## config.mk

```make
export PLATFORM = sky130hd
export DESIGN_NAME = ble_k_cfg
export DESIGN_NICKNAME = d
export VERILOG_FILES = /design/src/rtl/ble_cfg_pkg.sv /design/src/rtl/ble_cfg_chain.sv /design/src/rtl/ble_k_cfg.sv
export SDC_FILE = /design/constraint.sdc
export NUM_CORES = 1
export LEC_CHECK = 0
export CAP_MARGIN = 10
export CORE_ASPECT_RATIO = 0.6
export CORE_MARGIN = 2
export CORE_UTILIZATION = 49
export CTS_CLUSTER_SIZE = 20
export DETAILED_ROUTE_END_ITERATION = 8
export PLACE_DENSITY = 0.73
export SLEW_MARGIN = 5
export SYNTH_ARGS = -nofsm -noshare
export SYNTH_HDL_FRONTEND = slang
export SYNTH_SLANG_ARGS = --single-unit
```

## constraint.sdc

```tcl
create_clock -name clk -period 1.53 [get_ports clk]
set_input_delay 0.153 -clock clk [delete_from_list [all_inputs] [get_ports clk]]
set_output_delay 0.153 -clock clk [all_outputs]
set_load 0.05 [all_outputs]
```

## src/rtl/ble_cfg_pkg.sv

```systemverilog
// Shared types and frame-layout helpers for the configurable basic logic element.
// The frame is the truth table followed by out_sel, ff_init and ce_en.
package ble_cfg_pkg;

    typedef enum logic [1:0] {
        StUncfg  = 2'd0,
        StLoad   = 2'd1,
        StActive = 2'd2
    } ble_state_e;

    function automatic int unsigned cfg_w(input int unsigned k);
        return (32'd1 << k) + 32'd3;
    endfunction

    function automatic int unsigned off_out_sel(input int unsigned k);
        return 32'd1 << k;
    endfunction

    function automatic int unsigned off_ff_init(input int unsigned k);
        return (32'd1 << k) + 32'd1;
    endfunction

    function automatic int unsigned off_ce_en(input int unsigned k);
        return (32'd1 << k) + 32'd2;
    endfunction

endpackage

```

## src/rtl/ble_cfg_chain.sv

```systemverilog
// Configuration shift register with a saturating load counter and load-tracking FSM.
// o_enter pulses combinationally on the cycle whose edge moves LOAD into ACTIVE.
module ble_cfg_chain
    import ble_cfg_pkg::*;
#(
    parameter int unsigned CFG_W = 19,
    parameter int unsigned CNT_W = 5
) (
    input  logic             i_clk,
    input  logic             i_rst_n,
    input  logic             i_shift,
    input  logic             i_head,
    output logic [CFG_W-1:0] o_cfg,
    output logic             o_tail,
    output logic             o_done,
    output logic             o_enter
);

    localparam logic [CNT_W-1:0] CNT_FULL = CNT_W'(CFG_W);
    localparam logic [CNT_W-1:0] CNT_ONE  = CNT_W'(1);

    ble_state_e       r_state;
    ble_state_e       w_state_d;
    logic [CNT_W-1:0] r_cnt;
    logic [CNT_W-1:0] w_cnt_d;
    logic [CFG_W-1:0] r_cfg;
    logic [CFG_W-1:0] w_cfg_d;
    logic             r_done;
    logic             w_enter;

    always_comb begin
        w_state_d = r_state;
        w_cnt_d   = r_cnt;
        w_cfg_d   = r_cfg;
        w_enter   = 1'b0;
        if (i_shift) begin
            w_cfg_d = {i_head, r_cfg[CFG_W-1:1]};
            if (r_state == StLoad) begin
                w_cnt_d = (r_cnt == CNT_FULL) ? r_cnt : r_cnt + CNT_ONE;
            end else begin
                // The shift that starts a load is itself the first counted bit.
                w_state_d = StLoad;
                w_cnt_d   = CNT_ONE;
            end
        end else if (r_state == StLoad) begin
            if (r_cnt == CNT_FULL) begin
                w_state_d = StActive;
                w_enter   = 1'b1;
            end else begin
                w_state_d = StUncfg;
            end
        end
    end

    always_ff @(posedge i_clk or negedge i_rst_n) begin
        if (!i_rst_n) begin
            r_state <= StUncfg;
            r_cnt   <= '0;
            r_cfg   <= '0;
            r_done  <= 1'b0;
        end else begin
            r_state <= w_state_d;
            r_cnt   <= w_cnt_d;
            r_cfg   <= w_cfg_d;
            r_done  <= (w_state_d == StActive);
        end
    end

    assign o_cfg   = r_cfg;
    assign o_tail  = r_cfg[0];
    assign o_done  = r_done;
    assign o_enter = w_enter;

endmodule

```

## src/rtl/ble_k_cfg.sv

```systemverilog
// K-input LUT basic logic element with optional output flip-flop and serial configuration.
// Output is held at 0 unless a complete frame is loaded and the element is ACTIVE.
module ble_k_cfg
    import ble_cfg_pkg::*;
#(
    parameter int unsigned K     = 4,
    parameter int unsigned FF_EN = 1
) (
    input  logic         clk,
    input  logic         rst_n,
    input  logic [K-1:0] ble_in,
    input  logic         ce,
    input  logic         sclr,
    input  logic         ccff_shift,
    input  logic         ccff_head,
    output logic         ccff_tail,
    output logic         ble_out,
    output logic         cfg_done
);

    localparam int unsigned CFG_W       = cfg_w(K);
    localparam int unsigned CNT_W       = $clog2(CFG_W + 1);
    localparam int unsigned LUT_N       = 32'd1 << K;
    localparam int unsigned OFF_OUT_SEL = off_out_sel(K);
    localparam int unsigned OFF_FF_INIT = off_ff_init(K);
    localparam int unsigned OFF_CE_EN   = off_ce_en(K);

    logic [CFG_W-1:0] w_cfg;
    logic [LUT_N-1:0] w_truth;
    logic             w_done;
    logic             w_enter;
    logic             w_lut;
    logic             w_ff;
    logic             w_reg_sel;
    logic             w_ff_init;
    logic             w_ce_en;

    ble_cfg_chain #(
        .CFG_W (CFG_W),
        .CNT_W (CNT_W)
    ) u_chain (
        .i_clk   (clk),
        .i_rst_n (rst_n),
        .i_shift (ccff_shift),
        .i_head  (ccff_head),
        .o_cfg   (w_cfg),
        .o_tail  (ccff_tail),
        .o_done  (cfg_done),
        .o_enter (w_enter)
    );

    assign w_done    = cfg_done;
    assign w_truth   = w_cfg[LUT_N-1:0];
    assign w_lut     = w_truth[ble_in];
    assign w_ff_init = w_cfg[OFF_FF_INIT];
    assign w_ce_en   = w_cfg[OFF_CE_EN];

    if (FF_EN != 0) begin : g_ff
        logic r_ff;

        always_ff @(posedge clk or negedge rst_n) begin
            if (!rst_n) begin
                r_ff <= 1'b0;
            end else if (w_enter) begin
                r_ff <= w_ff_init;
            end else if (w_done) begin
                if (sclr) begin
                    r_ff <= w_ff_init;
                end else if (!w_ce_en || ce) begin
                    r_ff <= w_lut;
                end
            end
        end

        assign w_ff      = r_ff;
        assign w_reg_sel = w_cfg[OFF_OUT_SEL];
    end else begin : g_no_ff
        assign w_ff      = 1'b0;
        assign w_reg_sel = 1'b0;
    end

    assign ble_out = w_done ? (w_reg_sel ? w_ff : w_lut) : 1'b0;

endmodule

```

== Yosys cells after proc, flatten, opt, wreduce, memory -nomap -nowiden ==
Index checks and enable logic that the tools add are counted.

* Add/subtract/negate cells: 1
* Magnitude comparators: 1
* Equal/unequal tests: 4
* Mux-type cells: 17
* Reduce and logical (&&, ||, !) cells: 6

{| class="wikitable"
|+ Operators by type and width
! operator !! count
|-
| 1-bit 2-to-1 mux || 10
|-
| 5-bit 2-to-1 mux || 2
|-
| 2-bit 2-to-1 mux || 4
|-
| 5-bit by 1-bit adder with 5-bit output (second input constant) || 1
|-
| 5-bit equality test (second input constant) || 1
|-
| 4-bit by 5-bit < comparator with 1-bit output (second input constant) || 1
|-
| 1-bit binary-select mux with 4-bit select || 1
|-
| 2-bit AND reduction || 2
|-
| 3-bit nonzero test || 1
|-
| 2-bit by 1-bit equality test with 1-bit output (second input constant) || 1
|-
| 2-bit equality test (second input constant) || 1
|-
| 2-bit != test (second input constant) || 1
|-
| 2-bit nonzero test || 1
|-
| 1-bit logical NOT || 1
|-
| 1-bit logical OR || 1
|}

* Flip-flop bits (word level): 28
* Input bits: 10
* Output and inout bits: 3
* Word-level logic and storage cells: 34

== Depth between registers and ports, before layout ==
* Depth in word-level cells: 6
* Gate-level depth with buffers: 5
* Gate-level depth less buffers: 5

== Cells and area by module ==
From an unflattened synthesis, not the netlist that was laid out.

* Cell total of the unflattened synthesis: 98
* Area, all modules: 1346.3 µm²

{| class="wikitable"
|+ By module, submodules not included
! module !! times used !! cells each !! area an instance (µm²) !! seq. area each (µm²)
|-
| ble_cfg_chain || 1 || 77 || 1106.1 || 675.6
|-
| ble_k_cfg || 1 || 21 || 240.2 || 25.0
|}

== Worst setup path after synthesis ==
No wires, ideal clock.

* Kind: register to output
* From: register u_chain.r_cfg[0], in the netlist u_chain.o_cfg[0]
* To: output ble_out
* Arrival time: 1822 ps
* Required time: 1377 ps
* Slack: -445 ps
* Cell stages (with the launch flop): 5
* Cell sequence: dfrtp_1 > mux4_1 > mux2i_1 > nor4b_1 > a311o_1

* Word-level cells in the longest chain between the ends: 4

{| class="wikitable"
|+ Ends and longest elaborated chain
! element !! RTL line !! text
|-
| start, declared || ble_cfg_chain.sv:26 || <nowiki>logic [CFG_W-1:0] r_cfg;</nowiki>
|-
| start signal, assigned || ble_cfg_chain.sv:64 || <nowiki>r_cfg <= w_cfg_d;</nowiki>
|-
| 1-bit binary-select mux with 4-bit select || ble_k_cfg.sv:54 || <nowiki>assign w_lut = w_truth[ble_in];</nowiki>
|-
| 1-bit 2-to-1 mux (implied by the code) || ble_k_cfg.sv:54 ||
|-
| 1-bit 2-to-1 mux (2 in a row) || ble_k_cfg.sv:82 || <nowiki>assign ble_out = w_done ? (w_reg_sel ? w_ff : w_lut) : 1'b0;</nowiki>
|-
| end, declared || ble_k_cfg.sv:17 || <nowiki>output logic ble_out,</nowiki>
|}

Every way passes these cells. The select of a mux whose other input is x is not followed.

== Worst setup path after layout ==
* From: register u_chain.r_cfg[9], in the netlist u_chain.o_cfg[9]
* To: output ble_out

Same word-level chain as after synthesis.

==> run metrics <==
failing checks negative setup slack; synthesized area 1320 µm²; chip width 71.0 µm; Peak Freq about 470 MHz; top post-synthesis cells by area dfrtp_1 (53%), mux2_1 (16%), mux4_1 (8.0%); DR pass1 iterations 4; Post-synth top cells dfrtp_1 (28), mux2_1 (19), nand2_1 (7); flop2flop setup slack 50 ps; M2 GR Usage 31.4%; DR vias/cell 5.55; final core utilization between 60% and 70%; # diodes 0; Iter 0 DRT Violations 40; crit path capture type output port; CTS tree yes; synthesized flop and latch total 28; PortBufs 12; number of cells after detailed placement 157; crit-path cells mux4_2, mux2i_2, nor3_1, a311o_2, buf_8; Post-synth EDFFs 0; Worst path slowest cell mux4_2; busiest layer in global routing met2; final hold violation count 0; total wire length around 2600 µm; Site Rows 14; Setup crit start kind register; Fin Setup TNS -579 ps; share of layout cells above drive strength 1 29.5%; Yosys top cell by area dfrtp_1; post-route ant nets 0; Max Cap Viol 0; r2r endpoint g_ff.r_ff$_DFFE_PN0P_; DRC 0; Min Clock Period, post-route 2110 ps; core area roughly 2500 µm²; num ports 13; met1 usage 28.8%; Worst slew margin 76.3%; Tightest Pin Transition ~360 ps; overall power 2.45 mW; most frequent cell after synthesis dfrtp_1; Crit Path Category register to output port; routability cong. 0.835; crit path max fanout 2; CTS Buf Count 3; cts hold-fix bufs 0; fill count 184; FF-to-FF Start u_chain.o_cfg[9]$_DFFE_PN0P_; sequential share of the synthesized area approximately 53%; initial antenna violation count 0; PD cells 1430 nW/µm²; CTS root buf clkbuf_8; post-synthesis instance total 99; critical path's largest stage delay 490 ps; clk slew on worst S/H paths 100 ps; Syn. warnings 0; worst setup margin -579 ps; routed vias 910; clock sink count 28; Worst Reg-to-Reg Cells 4; top-area cell type share of the netlist area roughly 53%; Die ar. 3140 µm²; status finished with violations; Peak supply drop 778 µV; Final Non-Filler Cells 164; synthesized area per cell 13.3 µm²; Leak Pwr 0.759 nW; nets@finish 144; WP data arrival just under 2000 ps; Worst-Skew Late Latency 270 ps; global-route wire length before repair roughly 4600 µm; Final Cycle Share 138%; Worst Hold Class primary input to asynchronous set/reset pin; Yosys cell types 29; # H-tree levels 1; fin area 1710 µm²; clock buffer depth 2; fin. max-slew vios 0; number of global-route vias before repair 934; syn nets between 100 and 150; WL/cell approximately 16 µm; Layout Skew 3.97 ps; share of flip-flops with an asynchronous set or reset 100%; Critical Path RT 1380 ps; final setup vio count 1; main flop type after synthesis dfrtp_1; global route overflow 0; Total GRT Usage 19.6%; DP Area 1600 µm²; largest net degree at the start of global routing 29; RSZ-0062 raised after global routing true; Area Growth Syn to Fin 30.0%; M3 GR Usage 4.33%; Initial Util 52.3%; DPL Wire Length 1920 µm; Die H 44.2 µm
-- metal layers --
layer	wire length [µm]	share of wire [%]	vias to the layer above
li1	-	-	436
met1	1350	51	453
met2	1190	45	17
met3	83	3.1	4
met4	15	0.57	0
met5	0	0	-
-- state kept, by name, indices dropped and copies added, names as in the netlist --
register         flops
u_chain.r_cnt        5
u_chain.o_cfg       19
u_chain.o_done       1
u_chain.r_state      2
g_ff.r_ff            1
-- through the flow --
step	setup WS, ps	hold WS [ps]
2_1_floorplan	-247	-143
3_3_place_gp	-711	466
3_5_place_dp	-765	472
4_1_cts	-581	260
5_1_grt	-661	283
6_report	-579	244
-- worst max-delay path: cells and delay by family, from the launching register on --
family / cells / cell delay (ps)
AOI/OAI and AO/OA: 1 / 340
muxes: 2 / 690
and+or+nand+nor: 1 / 90
DFF: 1 / 410
buffers and inverters: 1 / 160
-- report_power, final --
part	switching [mW]	internal, mW	leakage [nW]	total, mW
combinational	0.287	0.464	0.378	0.751
clock	0.228	0.350	0.0357	0.578
sequential	0.168	0.957	0.345	1.13
total	0.683	1.77	0.759	2.45
-- how the worst max path moves through the flow --
stage | from | end | slack (ps) | cells past startpoint
finish | u_chain.o_cfg[9]$_DFFE_PN0P_ | ble_out | -580 | 5
floorplan | u_chain.o_cfg[0]$_DFFE_PN0P_ | ble_out | -250 | 4
global route | u_chain.o_cfg[3]$_DFFE_PN0P_ | ble_out | -660 | 5
global placement | ble_in[2] | ble_out | -710 | 6
CTS | u_chain.o_cfg[12]$_DFFE_PN0P_ | ble_out | -580 | 5
detailed placement | ble_in[2] | ble_out | -760 | 6
-- cell type report --
class	instances	area, µm²	area share [%]
multi-input combinational	66	612	35.7
clock inverter	1	30.0	1.75
sequential	28	702	40.9
timing repair buffer	32	282	16.4
tap	32	40.0	2.34
inverter	2	7.51	0.438
clock buffer	3	41.3	2.41
-- layout by cell type (no fill, tap or decap), types with 2 or more instances in the layout --
master / synthesis / final
dfrtp_1: 28 / 27
buf_4: 0 / 21
mux2_1: 19 / 19
clkdlybuf4s50_1: 0 / 8
nand2_1: 7 / 7
o21ai_1: 5 / 5
nor2_1: 4 / 4
mux4_2: 0 / 4
o21ai_0: 3 / 3
clkbuf_8: 0 / 3
a211oi_1: 2 / 2
mux2i_1: 3 / 2
nor3_1: 2 / 2
inv_1: 2 / 2
nand3_1: 2 / 2
-- repair_timing --
item                       CTS  global route
setup buffers                3             0
setup endpoints to repair    3             5
cloned                       0             0
gates resized for setup      7             3
hold endpoints to repair     0             0
pin swaps                    2             0
-- kinds of logic after synthesis --
group	count (synthesis)	share of synthesized area [%]
AOI/OAI and AO/OA	14	7.21
and+or+nand+nor	24	9.87
muxes	27	27.3
buffers and inverters	5	1.52
DFF	28	53.1
adders and majority gates	1	0.949
No activity file was read; power rests on OpenSTA's default activity.
